**src/rtl/seq_divider_pkg.sv**
```systemverilog
// Shared definitions for the byte-mapped sequential divider: FSM states,
// CTRL/STAT bit positions and register-offset helpers.
package seq_divider_pkg;

  typedef enum logic [1:0] {
    IDLE,
    RUN,
    FIX
  } div_state_t;

  localparam int CTRL_START  = 0;
  localparam int CTRL_SIGNED = 1;
  localparam int CTRL_IRQ_EN = 2;
  localparam int CTRL_ACK    = 3;

  localparam int STAT_BUSY   = 7;
  localparam int STAT_DONE   = 6;
  localparam int STAT_DIV0   = 5;
  localparam int STAT_IRQ_EN = 2;
  localparam int STAT_SIGNED = 1;

  function automatic int numer_base(input int nb);
    return 0 * nb;
  endfunction

  function automatic int denom_base(input int nb);
    return nb;
  endfunction

  function automatic int quot_base(input int nb);
    return 2 * nb;
  endfunction

  function automatic int rem_base(input int nb);
    return 3 * nb;
  endfunction

  function automatic int ctrl_off(input int nb);
    return 4 * nb;
  endfunction

endpackage

```
**src/rtl/seq_divider_core.sv**
```systemverilog
// Restoring divide engine: one quotient bit per cycle, sign fix-up and
// divide-by-zero handling, with sticky done/div0 cleared by ack or start.
module seq_divider_core
  import seq_divider_pkg::*;
#(
  parameter int WIDTH = 16
) (
  input  logic             divclk,
  input  logic             reset,
  input  logic             start,
  input  logic             ack,
  input  logic [WIDTH-1:0] numer,
  input  logic [WIDTH-1:0] denom,
  input  logic             signed_mode,
  output logic             busy,
  output logic             done,
  output logic             div0,
  output logic [WIDTH-1:0] quot,
  output logic [WIDTH-1:0] rem
);

  localparam int CNT_W = (WIDTH > 1) ? $clog2(WIDTH) : 1;

  div_state_t state, state_next;

  logic [CNT_W-1:0] cnt;
  logic [WIDTH-1:0] pr;
  logic [WIDTH-1:0] qw;
  logic [WIDTH-1:0] dw;
  logic             neg_q;
  logic             neg_r;
  logic             div0_pend;
  logic [WIDTH:0]   shifted;
  logic             take;

  function automatic logic [WIDTH-1:0] mag(input logic [WIDTH-1:0] v, input logic s);
    return (s && v[WIDTH-1]) ? -v : v;
  endfunction

  assign shifted = {pr, qw[WIDTH-1]};
  assign take    = (shifted >= {1'b0, dw});
  assign busy    = (state != IDLE);

  always_ff @(posedge divclk) begin
    if (reset) state <= IDLE;
    else       state <= state_next;
  end

  always_comb begin
    state_next = state;
    unique case (state)
      IDLE:    if (start) state_next = (denom == '0) ? FIX : RUN;
      RUN:     if (cnt == '0) state_next = FIX;
      FIX:     state_next = IDLE;
      default: state_next = IDLE;
    endcase
  end

  always_ff @(posedge divclk) begin
    if (reset) begin
      cnt       <= '0;
      pr        <= '0;
      qw        <= '0;
      dw        <= '0;
      neg_q     <= 1'b0;
      neg_r     <= 1'b0;
      div0_pend <= 1'b0;
      done      <= 1'b0;
      div0      <= 1'b0;
      quot      <= '0;
      rem       <= '0;
    end else begin
      if (ack) begin
        done <= 1'b0;
        div0 <= 1'b0;
      end
      unique case (state)
        IDLE: begin
          if (start) begin
            done  <= 1'b0;
            div0  <= 1'b0;
            neg_q <= signed_mode & (numer[WIDTH-1] ^ denom[WIDTH-1]);
            neg_r <= signed_mode & numer[WIDTH-1];
            dw    <= mag(denom, signed_mode);
            pr    <= '0;
            cnt   <= CNT_W'(WIDTH - 1);
            // On divide-by-zero the raw numerator is parked in qw for REM.
            if (denom == '0) begin
              div0_pend <= 1'b1;
              qw        <= numer;
            end else begin
              div0_pend <= 1'b0;
              qw        <= mag(numer, signed_mode);
            end
          end
        end
        RUN: begin
          pr  <= take ? WIDTH'(shifted - {1'b0, dw}) : shifted[WIDTH-1:0];
          qw  <= {qw[WIDTH-2:0], take};
          cnt <= cnt - 1'b1;
        end
        FIX: begin
          done <= 1'b1;
          div0 <= div0_pend;
          if (div0_pend) begin
            quot <= '1;
            rem  <= qw;
          end else begin
            quot <= neg_q ? -qw : qw;
            rem  <= neg_r ? -pr : pr;
          end
        end
        default: ;
      endcase
    end
  end

endmodule

```
**src/rtl/seq_divider_regs.sv**
```systemverilog
// Byte-wide register front end for the sequential divider: operand
// registers, CTRL/STAT, start generation and the combinational read mux.
module seq_divider_regs
  import seq_divider_pkg::*;
#(
  parameter  int WIDTH      = 16,
  parameter  bit AUTO_START = 1'b1,
  localparam int NB         = WIDTH / 8,
  localparam int ADDR_W     = $clog2(4 * NB + 1)
) (
  input  logic              divclk,
  input  logic              reset,
  input  logic              cs,
  input  logic              rwb,
  input  logic [ADDR_W-1:0] addr,
  input  logic [7:0]        i_data,
  output logic [7:0]        o_data,
  output logic              o_busy,
  output logic              o_irq
);

  logic [WIDTH-1:0] numer, numer_next;
  logic [WIDTH-1:0] denom, denom_next;
  logic             signed_mode;
  logic             irq_en;
  logic [31:0]      addr_idx;
  logic             wr;
  logic             ctrl_wr;
  logic             signed_eff;
  logic             start;
  logic             ack;
  logic             done;
  logic             div0;
  logic [WIDTH-1:0] quot;
  logic [WIDTH-1:0] rem;
  logic [7:0]       stat;

  assign addr_idx = 32'(addr);
  assign wr       = cs & ~rwb;
  assign ctrl_wr  = wr && (addr_idx == 32'(ctrl_off(NB)));

  // The core latches operands and mode on the start edge, so it is fed the
  // post-write values; a byte or mode written by the starting access counts.
  always_comb begin
    numer_next = numer;
    denom_next = denom;
    for (int unsigned i = 0; i < NB; i++) begin
      if (wr && addr_idx == 32'(numer_base(NB)) + i) numer_next[i*8 +: 8] = i_data;
      if (wr && addr_idx == 32'(denom_base(NB)) + i) denom_next[i*8 +: 8] = i_data;
    end
  end

  assign signed_eff = ctrl_wr ? i_data[CTRL_SIGNED] : signed_mode;
  assign ack        = ctrl_wr & i_data[CTRL_ACK];
  assign start      = (ctrl_wr & i_data[CTRL_START]) |
                      (AUTO_START & wr & (addr_idx == 32'(denom_base(NB) + NB - 1)));

  always_ff @(posedge divclk) begin
    if (reset) begin
      numer       <= '0;
      denom       <= '0;
      signed_mode <= 1'b0;
      irq_en      <= 1'b0;
    end else begin
      numer <= numer_next;
      denom <= denom_next;
      if (ctrl_wr) begin
        signed_mode <= i_data[CTRL_SIGNED];
        irq_en      <= i_data[CTRL_IRQ_EN];
      end
    end
  end

  seq_divider_core #(
    .WIDTH(WIDTH)
  ) u_core (
    .divclk      (divclk),
    .reset       (reset),
    .start       (start),
    .ack         (ack),
    .numer       (numer_next),
    .denom       (denom_next),
    .signed_mode (signed_eff),
    .busy        (o_busy),
    .done        (done),
    .div0        (div0),
    .quot        (quot),
    .rem         (rem)
  );

  always_comb begin
    stat              = '0;
    stat[STAT_BUSY]   = o_busy;
    stat[STAT_DONE]   = done;
    stat[STAT_DIV0]   = div0;
    stat[STAT_IRQ_EN] = irq_en;
    stat[STAT_SIGNED] = signed_mode;
  end

  always_comb begin
    o_data = '0;
    for (int unsigned i = 0; i < NB; i++) begin
      if (addr_idx == 32'(numer_base(NB)) + i) o_data = numer[i*8 +: 8];
      if (addr_idx == 32'(denom_base(NB)) + i) o_data = denom[i*8 +: 8];
      if (addr_idx == 32'(quot_base(NB)) + i)  o_data = quot[i*8 +: 8];
      if (addr_idx == 32'(rem_base(NB)) + i)   o_data = rem[i*8 +: 8];
    end
    if (addr_idx == 32'(ctrl_off(NB))) o_data = stat;
  end

  assign o_irq = done & irq_en;

endmodule

```
**config.mk**
```make
export PLATFORM = sky130hd
export DESIGN_NAME = seq_divider_regs
export DESIGN_NICKNAME = d
export VERILOG_FILES = /design/src/rtl/seq_divider_pkg.sv /design/src/rtl/seq_divider_core.sv /design/src/rtl/seq_divider_regs.sv
export SDC_FILE = /design/constraint.sdc
export NUM_CORES = 1
export LEC_CHECK = 0
export CAP_MARGIN = 25
export CORE_MARGIN = 5
export CORE_UTILIZATION = 30
export DETAILED_ROUTE_END_ITERATION = 10
export PLACE_DENSITY_LB_ADDON = 0.08
export RECOVER_POWER = 25
export SYNTH_ARGS = -nofsm -noshare
export SYNTH_HDL_FRONTEND = slang
export SYNTH_SLANG_ARGS = --single-unit
```
**constraint.sdc**
```tcl
create_clock -name divclk -period 4.74 [get_ports divclk]
set_input_delay 0.474 -clock divclk [delete_from_list [all_inputs] [get_ports divclk]]
set_output_delay 0.474 -clock divclk [all_outputs]
set_load 0.01 [all_outputs]
```
==> Word-level counts from Yosys, hierarchy flattened <==
Cells that the tools add are included.
{ "totals": {"ramBits": 0, "out_inout_bits": 10, "mem_bits_ro": 0, "register_bits": 125, "latch_bits": 0, "mem_count": 0} }
{ "classes": {"mul": 0, "add_sub_neg": 6, "mux": 39, "n_eq_ne": 12, "div": 0, "n_bitwise": 10, "shifts": 0, "reduce_logical": 16, "magnitude_cmp": 1} }
{ "ops": {"columns": ["cell", "n"], "rows": [
  ["$mux 16", 10],
  ["$mux 8", 13],
  ["$neg 16->16", 4],
  ["$pmux 16 s2", 2],
  ["$logic_not 32->1", 1],
  ["$ge 17x16->1", 1],
  ["$eq 4x3->1 const B", 4],
  ["$logic_not 16->1", 1],
  ["$sub 16x16->16", 1],
  ["$eq 4x2->1 const B", 2],
  ["$pmux 4 s2", 1],
  ["$and 1x1->1", 7],
  ["$logic_and 1x1->1", 7],
  ["$mux 1", 6],
  ["$mux 2", 3],
  ["$reduce_and 2->1", 3],
  ["$eq 4x1->1 const B", 1],
  ["$eq 4x4->1 const B", 1],
  ["$logic_not 4->1", 1],
  ["$mux 4", 1],
  ["$pmux 1 s2", 2],
  ["$pmux 2 s2", 1],
  ["$reduce_bool 2->1", 2],
  ["$sub 4x1->4 const B", 1],
  ["other kinds (8)", 8]
]} }

==> Longest topological paths before layout <==
Gate-level depths: netlist of the first run.
{ "logic_depth": {"depth_word": 10, "mapped_depth": 14, "depth_no_buf": 10} }

==> Modules after synthesis <==
A second synthesis of the first run with hierarchy kept.
{ "hier_totals": {"hier_cells": 988, "area_unflattened_um2": 7908.8} }
{ "by_module_without_submodules": {"columns": ["module", "seq_area_each_um2", "instances", "cells_per_inst", "area_per_inst_um2"], "rows": [
  ["seq_divider_core", 1821.7, 1, 744, 5801.8],
  ["seq_divider_regs", 680.7, 1, 244, 2107.0]
]} }

==> Worst setup path before layout of the first run <==
OpenSTA, ideal clock, no wires.
{ "synth_timing": {"path_type": "input-to-reg", "startpoint": "input port addr[2]", "endpoint": "register u_core.qw[14]", "path_stages": 13, "path_buffers": 4, "setup_ps": 116, "arrival_ps": 3719, "setup_slack_ps": 905, "required_time_ps": 4624, "path_cell_list": "clkbuf_1 > nor4b_2 > clkbuf_1 > nand2_1 > mux2i_1 > ha_1 > nand4_1 > and2_1 > clkbuf_1 > o41ai_4 > buf_6 > o21ai_0 > a31o_1"} }
{ "synth_via": {"elab_chain_len": 8, "word_cells_on_any_way": 27, "cone_classes": "add/sub: 1; eq/ne: 5; mux: 9; bitwise: 3; reduce/logical: 9"} }
{ "synth_lines": {"columns": ["element", "line", "source"], "rows": [
  ["from (decl)", "seq_divider_regs.sv:15", "input logic [ADDR_W-1:0] addr,"],
  ["$logic_not 32->1, or another cell as far along", "seq_divider_regs.sv:48", "if (wr && addr_idx == 32'(numer_base(NB)) + i) numer_next[i*8 +: 8] = i_data;"],
  ["$logic_and 1x1->1, on equally long branches", "seq_divider_regs.sv:48, seq_divider_regs.sv:40", null],
  ["$mux 8 or $mux 1 (tied branches)", null, null],
  ["$neg 16->16 or $logic_and 1x1->1 (tied branches)", "seq_divider_core.sv:37", "return (s && v[WIDTH-1]) ? -v : v;"],
  ["$mux 16", "seq_divider_core.sv:37", null],
  ["$mux 16", "seq_divider_core.sv:88", "if (denom == '0) begin"],
  ["$mux 16", "seq_divider_core.sv:79", "if (start) begin"],
  ["$pmux 16 s2", "seq_divider_core.sv:77", "unique case (state)"],
  ["to (signal assigned)", "seq_divider_core.sv:90", "qw <= numer;"],
  ["to (signal assigned)", "seq_divider_core.sv:93", "qw <= mag(numer, signed_mode);"],
  ["to (signal assigned)", "seq_divider_core.sv:99", "qw <= {qw[WIDTH-2:0], take};"],
  ["to (decl)", "seq_divider_core.sv:28", "logic [WIDTH-1:0] qw;"]
]} }
Parallel ways exist; a longest one is shown, timed or not. The select of a mux whose other input is x is not followed.
A chain may end at the register's enable or synchronous reset.

==> Final worst setup path of the first run <==
{ "layout_timing": {"startpoint": "input port addr[1]", "endpoint": "output port o_data[0]"} }
{ "layout_via": {"elab_chain_len": 10, "word_cells_on_any_way": 18, "cone_classes": "eq/ne: 8; mux: 9; reduce/logical: 1"} }
{ "layout_lines": {"columns": ["element", "line", "source"], "rows": [
  ["$logic_not 32->1", "seq_divider_regs.sv:103", "if (addr_idx == 32'(numer_base(NB)) + i) o_data = numer[i*8 +: 8];"],
  ["$mux 8", "seq_divider_regs.sv:103", null],
  ["$mux 8", "seq_divider_regs.sv:104", "if (addr_idx == 32'(denom_base(NB)) + i) o_data = denom[i*8 +: 8];"],
  ["$mux 8", "seq_divider_regs.sv:105", "if (addr_idx == 32'(quot_base(NB)) + i) o_data = quot[i*8 +: 8];"],
  ["$mux 8", "seq_divider_regs.sv:106", "if (addr_idx == 32'(rem_base(NB)) + i) o_data = rem[i*8 +: 8];"],
  ["$mux 8", "seq_divider_regs.sv:103", null],
  ["$mux 8", "seq_divider_regs.sv:104", null],
  ["$mux 8", "seq_divider_regs.sv:105", null],
  ["$mux 8", "seq_divider_regs.sv:106", null],
  ["$mux 8 (*)", "seq_divider_regs.sv:108", "if (addr_idx == 32'(ctrl_off(NB))) o_data = stat;"],
  ["to (decl)", "seq_divider_regs.sv:17", "output logic [7:0] o_data,"]
]} }
Every way passes the cells marked *; elsewhere a longest branch is shown, timed or not.

==> results.ini, run 1 <==
[global_route]
grt_max_degree = 53
grt_overflow = 0
grt_pass1_wl_mm = 49.8
grt_pass1_vias = 7807
grt_use_total_pct = 21.2
antenna_found_initial = 0

[clock_network]
post-cts-setup-buffers = 0
cts_resized = 0
numCtsBuffers = 17
clockBufferDepth = 2
root_buffer = clkbuf_16
cts_tree = done
h-tree-depth = 4
cts_hold_buf = 0
clkTransAtPathRegs_ns = 0.06
clk_latency_ns = 0.43
cts_sinks = 125

[timing]
hold_viol = 0
rsz0062_at_grt = false
tightest_slew_ns = 1.85
slew_violations = 40
setup_viol = 0
tns_ns = 0
slew_headroom_pct = -23.1
fin_skew_ns = 0.0118
finalCritPeriodShare_pct = 87.4
layout_min_cycle_time_ns = 4.14
finalWorstSetupSlack_ns = 0.596
timing.fmax_mhz = 241

[die]
core_sq_um = 27000
num_io_pins = 26
chipWidth_um = 175
die_h_um = 175
initial_utilization_pct = 30.4
num_rows = 60
dieArea_sq_um = 30800

[synthesis]
netlist_area_sq_um = 8210
yosys_warnings = 0
syn-instance-count = 1066
synth_nets = 1104
synth-seq-cells = 125
synth-edff-count = 0
ys_seq_area_share_pct = 30.5
yosysTopAreaCell = dfxtp_1
synth_ff_type = dfxtp_1
netlist_top_cells_area = dfxtp_1 30%, nor2_1 5.3%, nand2_1 4.8%
synthTopCellsByCount = 125 x dfxtp_1, 115 x nor2_1, 105 x nand2_1
post_synth_num_cell_types = 76
syn_area_per_cell_sq_um = 7.70
synthArstFlopShare_pct = 0
yosysTopAreaCellShare_pct = 30.5
synth.most_common_cell = dfxtp_1

[layout]
final_nets = 1101
area_growth_pct = 15.0
regArea_sq_um = 2500
drive_gt1_share_pct = 7.53
antennaDiodeCount = 0
fillers = 2853
multi_input_area_sq_um = 5270

[routing]
drt_iter0_markers = 705
routed-via-count = 8165
wirelength_mm = 32.6
ant_nets = 0
wire_per_inst_um = 23.0
dr.pass1.iters = 5
viasPerCell = 5.76
route.detailed.drc = 0

[setup_path]
crit_top_cell = o21ai_0
critPathBufInv = 3
endpoint_kind = output port
startpoint_type = input port
cp_slowest_stage_delay_ns = 0.68
crit_arrival_ns = 3.67
path_delay_family = buffers and inverters
crit_slowest_cell = dlygate4sd3_1
required_ns = 4.27
crit_chain = dlygate4sd3_1 -> clkbuf_1 -> nand2b_1 -> nor3_1 -> a222oi_1 -> o21ai_0 -> o21ai_0 -> nand2_1 -> clkdlybuf4s50_1
crit_fanout = 13
worstSetupPathType = in -> out

[status]
failed_checks = capacitance limit, slew limit
status = complete, but fails checks

[power_and_ir_drop]
vdd_drop_max_mv = 0.220
powerDensity_nw_per_um2 = 290
swShare_pct = 24.5
clkPwrFrac_pct = 54.0
total_leakage_power_nw = 3.44
p_int_mw = 2.07
seq_power_share_pct = 38.9
comb_power_share_pct = 7.2
p_sw_mw = 0.671

[placed_design]
hpwl_mm = 24.1
pre_cts_ws_ns = 0.675
gp_congestion = 0.895
io_buffers = 25

[worst_hold_path]
hold_class = reg -> reg

[flow_run]
drv_cap = 1

[cell type report]
| cell class | count | area share [%] |
|---|---|---|
| clock buffers | 18 | 4.65 |
| multi-input cells | 830 | 55.9 |
| inverters | 35 | 1.39 |
| well taps | 341 | 4.52 |
| flip-flops and latches | 125 | 26.5 |
| repair buffers | 54 | 4.77 |
| clock inverters | 14 | 2.28 |
[worst register-to-register path, stage by stage (launching register included)]
cell       delay [ns]
dfxtp_1          0.51
ha_1             0.34
o21ai_0          0.14
and3_1           0.19
a211oi_1         0.61
o21ai_1          0.31
buf_4            0.26
a2111oi_0        0.42
a221o_1          0.17
[worst paths after layout]
kind / start / end / slack (ns) / cells past startpoint
setup reg to reg: u_core.pr[3] / u_core.pr[3] / 1.72 / 8
hold / removal: u_core.dw[2] / u_core.dw[2] / 0.46 / 2
hold reg to reg: u_core.dw[2] / u_core.dw[2] / 0.46 / 2
setup / recovery: addr[1] / o_data[0] / 0.60 / 9
[per-layer routing]
layer | up-vias | routed length [um] | global-route usage (%)
li1 | 3949 | - | -
met1 | 3940 | 15500 | 29.8
met2 | 227 | 14500 | 32.9
met3 | 49 | 1600 | 3.70
met4 | 0 | 946 | 6.84
met5 | - | 0 | 0
[kinds of logic (layout without fill, tap and decap cells)]
kind of cell,count (synthesis),in the layout,synth area share [%]
AO/OA/AOI/OAI,319,319,26.9
multiplexers,41,41,5.14
AND/OR/NAND/NOR,406,406,24.2
buffers and inverters,111,121,5.29
adder cells (fa/ha/maj),22,22,3.45
XOR/XNOR,42,42,4.48
flip-flops,125,125,30.5
[through the flow]
step | instances | utilization (%) | power (mW) | instance area, sq um | hold slack (ns)
2_1_floorplan | 1066 | - | 1.20 | 8210 | 0.432
4_1_cts | 1417 | 35.1 | 2.76 | 9460 | 0.460
6_report | 1417 | 35.0 | 2.74 | 9440 | 0.456
3_5_place_dp | 1385 | 32.7 | 1.28 | 8800 | 0.447
3_3_place_gp | 1385 | 32.7 | 1.28 | 8800 | 0.443
5_1_grt | 1417 | 35.0 | 2.83 | 9440 | 0.474
[registers in the layout, summed over array words and instances (netlist names)]
signal and cells:
denom 16, u_core.neg_q 1, u_core.done 1, u_core.neg_r 1, u_core.rem 16, irq_en 1, u_core.cnt 4, u_core.qw 16
signed_mode 1, u_core.pr 16, u_core.quot 16, u_core.div0_pend 1, u_core.dw 16, u_core.state 2, numer 16, u_core.div0 1
[power by group through the flow]
stage | logic (mW) | registers [mW] | clock network [mW]
floorplan | 0.117 | 1.08 | 0
global placement | 0.195 | 1.09 | 0
detailed placement | 0.193 | 1.09 | 0
CTS | 0.194 | 1.06 | 1.51
global route | 0.209 | 1.06 | 1.56
finish | 0.196 | 1.06 | 1.48
[cell usage in the layout (no fill, tap or decap), types with 13 or more instances in the layout]
master / count
a21oi_1: 58
a22oi_1: 24
and3_1: 17
buf_4: 26
clkbuf_16: 17
clkdlybuf4s50_1: 22
dfxtp_1: 125
ha_1: 21
inv_1: 35
mux2i_1: 32
nand2_1: 105
nand2b_1: 14
nand3_1: 30
nor2_1: 114
nor3_1: 32
o211ai_1: 38
o21ai_0: 62
o22ai_1: 20
o31ai_1: 13
or3_1: 14
xnor2_1: 27
xor2_1: 15
No activity file was read; power rests on OpenSTA's default activity.
==> run 2, diff against run 1 <==
--- a/config.mk
+++ b/config.mk
@@ -6,7 +6,6 @@
 export NUM_CORES = 1
 export LEC_CHECK = 0
 export CAP_MARGIN = 25
-export CORE_MARGIN = 5
 export CORE_UTILIZATION = 30
 export DETAILED_ROUTE_END_ITERATION = 10
 export PLACE_DENSITY_LB_ADDON = 0.08
@@ -14,3 +13,4 @@
 export SYNTH_ARGS = -nofsm -noshare
 export SYNTH_HDL_FRONTEND = slang
 export SYNTH_SLANG_ARGS = --single-unit
+export TNS_END_PERCENT = 10
==> run 2 against run 1 <==
- the flow still finishes with violations (capacitance limit, slew limit)
- maximum frequency is 4.1% higher
- sequential cell count stayed put
- total power is 6.0% lower
- die area is 8.9% lower
- clock power is 11% lower
- critical path type is now in -> reg
==> results.ini, run 2 (synthesis gave the netlist of run 1 again) <==
[status]
status = complete, but fails checks
failed_checks = capacitance limit, slew limit

[routing]
route.detailed.drc = 0  ; unchanged
wirelength_mm = 32.3  ; -0.72%
dr.pass1.iters = 5  ; unchanged
routed-via-count = 8124  ; -0.50%
drt_iter0_markers = 724  ; +2.7%
wire_per_inst_um = 22.8  ; -0.86%
viasPerCell = 5.73  ; -0.64%
ant_nets = 0  ; unchanged

[global_route]
grt_overflow = 0  ; unchanged
grt_max_degree = 73  ; +38%
grt_pass1_wl_mm = 49.3  ; -1.0%
antenna_found_initial = 0  ; unchanged
grt_pass1_vias = 7753  ; -0.69%
grt_use_total_pct = 23.4  ; +2.2 points

[clock_network]
h-tree-depth = 4  ; unchanged
cts_sinks = 125  ; unchanged
clk_latency_ns = 0.43  ; about the same
post-cts-setup-buffers = 0  ; unchanged
numCtsBuffers = 17  ; unchanged
clkTransAtPathRegs_ns = 0.06  ; about the same
cts_resized = 0  ; unchanged
cts_hold_buf = 0  ; unchanged
root_buffer = clkbuf_16
cts_tree = done
clockBufferDepth = 2  ; unchanged

[worst_hold_path]
min_path_cells = 2  ; unchanged
min_from = reset
hold_class = in -> reg
min_to = u_core.quot[4]

[die]
num_rows = 60  ; unchanged
core_sq_um = 26900  ; -0.28%
num_io_pins = 26  ; unchanged
dieArea_sq_um = 28000  ; -8.9%
initial_utilization_pct = 30.5  ; +0.085 points
die_h_um = 167  ; -4.6%
chipWidth_um = 167  ; -4.6%

[power_and_ir_drop]
powerDensity_nw_per_um2 = 275  ; -5.3%
total_leakage_power_nw = 3.41  ; -0.65%
vdd_drop_max_mv = 0.201  ; -8.7%

[timing]
finalCritPeriodShare_pct = 84.0  ; -3.4 points
fin_skew_ns = 0.0110  ; -0.000805 ns
rsz0062_at_grt = false
hold_viol = 0  ; unchanged
timing.fmax_mhz = 251  ; +4.1%
setup_viol = 0  ; unchanged
slew_violations = 40  ; unchanged
slew_headroom_pct = -32.0  ; -8.8 points
tns_ns = 0  ; unchanged
tightest_slew_ns = 1.98  ; +0.133 ns
layout_min_cycle_time_ns = 3.98  ; -0.162 ns

[setup_path]
startpoint_type = input port
reg2reg_slack_ns = 1.78  ; +0.06 ns
cp_slowest_stage_delay_ns = 0.80  ; +0.12 ns
endpoint_kind = flip-flop
critPathBufInv = 3  ; unchanged
worstSetupPathType = in -> reg
crit_fanout = 25  ; +12
required_ns = 5.06  ; +0.79 ns
crit_slowest_cell = dlygate4sd3_1
timing.rr.end = u_core.pr[12]
crit_chain = dlygate4sd3_1 -> nor2b_1 -> clkbuf_1 -> nand2_1 -> a21oi_1 -> ha_1 -> o2111ai_1 -> and2_1 -> o41ai_4 -> buf_4 -> o21ai_0 -> a31o_1
crit_arrival_ns = 4.30  ; +0.63 ns
path_delay_family = buffers and inverters
rr_worst_depth = 10  ; +2
r2r-start = u_core.qw[15]

[layout]
area_growth_pct = 14.3
layout_common_cells = 125 x dfxtp_1, 114 x nor2_1, 105 x nand2_1
final_common_cell = dfxtp_1
fin_util_pct = 34.9  ; -0.14 points
antennaDiodeCount = 0  ; unchanged
design_area_sq_um = 9380  ; -0.68%
drive_gt1_share_pct = 7.33  ; -0.20 points
fillers = 2897  ; +1.5%
final_nets = 1103  ; +0.18%

[placed_design]
hpwl_mm = 24.1  ; about the same
place_area_sq_um = 8820  ; +0.17%
io_buffers = 25  ; unchanged
gp_congestion = 0.874  ; -2.4%

[flow_run]
drv_cap = 1  ; unchanged

## run 2: worst max path at each step
| stage | slack [ns] | startpoint | to | depth (start not counted) |
|---|---|---|---|---|
| after detailed placement | 0.76 | addr[2] | u_core.qw[12] | 9 |
| after floorplan | 0.91 | addr[2] | u_core.qw[14] | 13 |
| after global placement | 0.75 | addr[2] | u_core.qw[14] | 9 |
| after CTS | 0.88 | addr[1] | o_data[0] | 9 |
| final | 0.76 | addr[1] | u_core.qw[14] | 12 |
| after global routing | 0.43 | addr[0] | u_core.qw[14] | 13 |
## run 2: where the power goes
part	switching, mW	total, mW	internal [mW]
combinational	0.131	0.193	0.0626
clock	0.518	1.32	0.800
sequential	0.00758	1.06	1.06
total	0.656	2.58	1.92
## run 2: area by class of cell
cell class / instances / area [sq um] / area share, %
clock buffers: 22 / 464 / 4.95
multi-input cells: 830 / 5270 / 56.3
flip-flops and latches: 125 / 2500 / 26.7
well taps: 341 / 427 / 4.55
inverters: 35 / 131 / 1.40
clock inverters: 10 / 115 / 1.23
repair buffers: 56 / 462 / 4.92
## run 2: through the flow
step / power, mW / setup slack (ns) / hold WS, ns / instances
after detailed placement: 1.28 / 0.761 / 0.448 / 1387
after global placement: 1.28 / 0.752 / 0.444 / 1387
final: 2.58 / 0.759 / 0.446 / 1419
after global routing: 2.66 / 0.428 / 0.464 / 1419
after floorplan: 1.20 / 0.905 / 0.432 / 1066
after CTS: 2.59 / 0.876 / 0.441 / 1419
## run 2: metal layers
metal | GRT usage [%] | vias to the layer above | part of all wire, %
met5 | 0 | - | 0
met1 | 32.5 | 3960 | 48
met2 | 37.4 | 181 | 46
met3 | 2.69 | 36 | 3.8
li1 | - | 3947 | -
met4 | 7.54 | 0 | 1.9
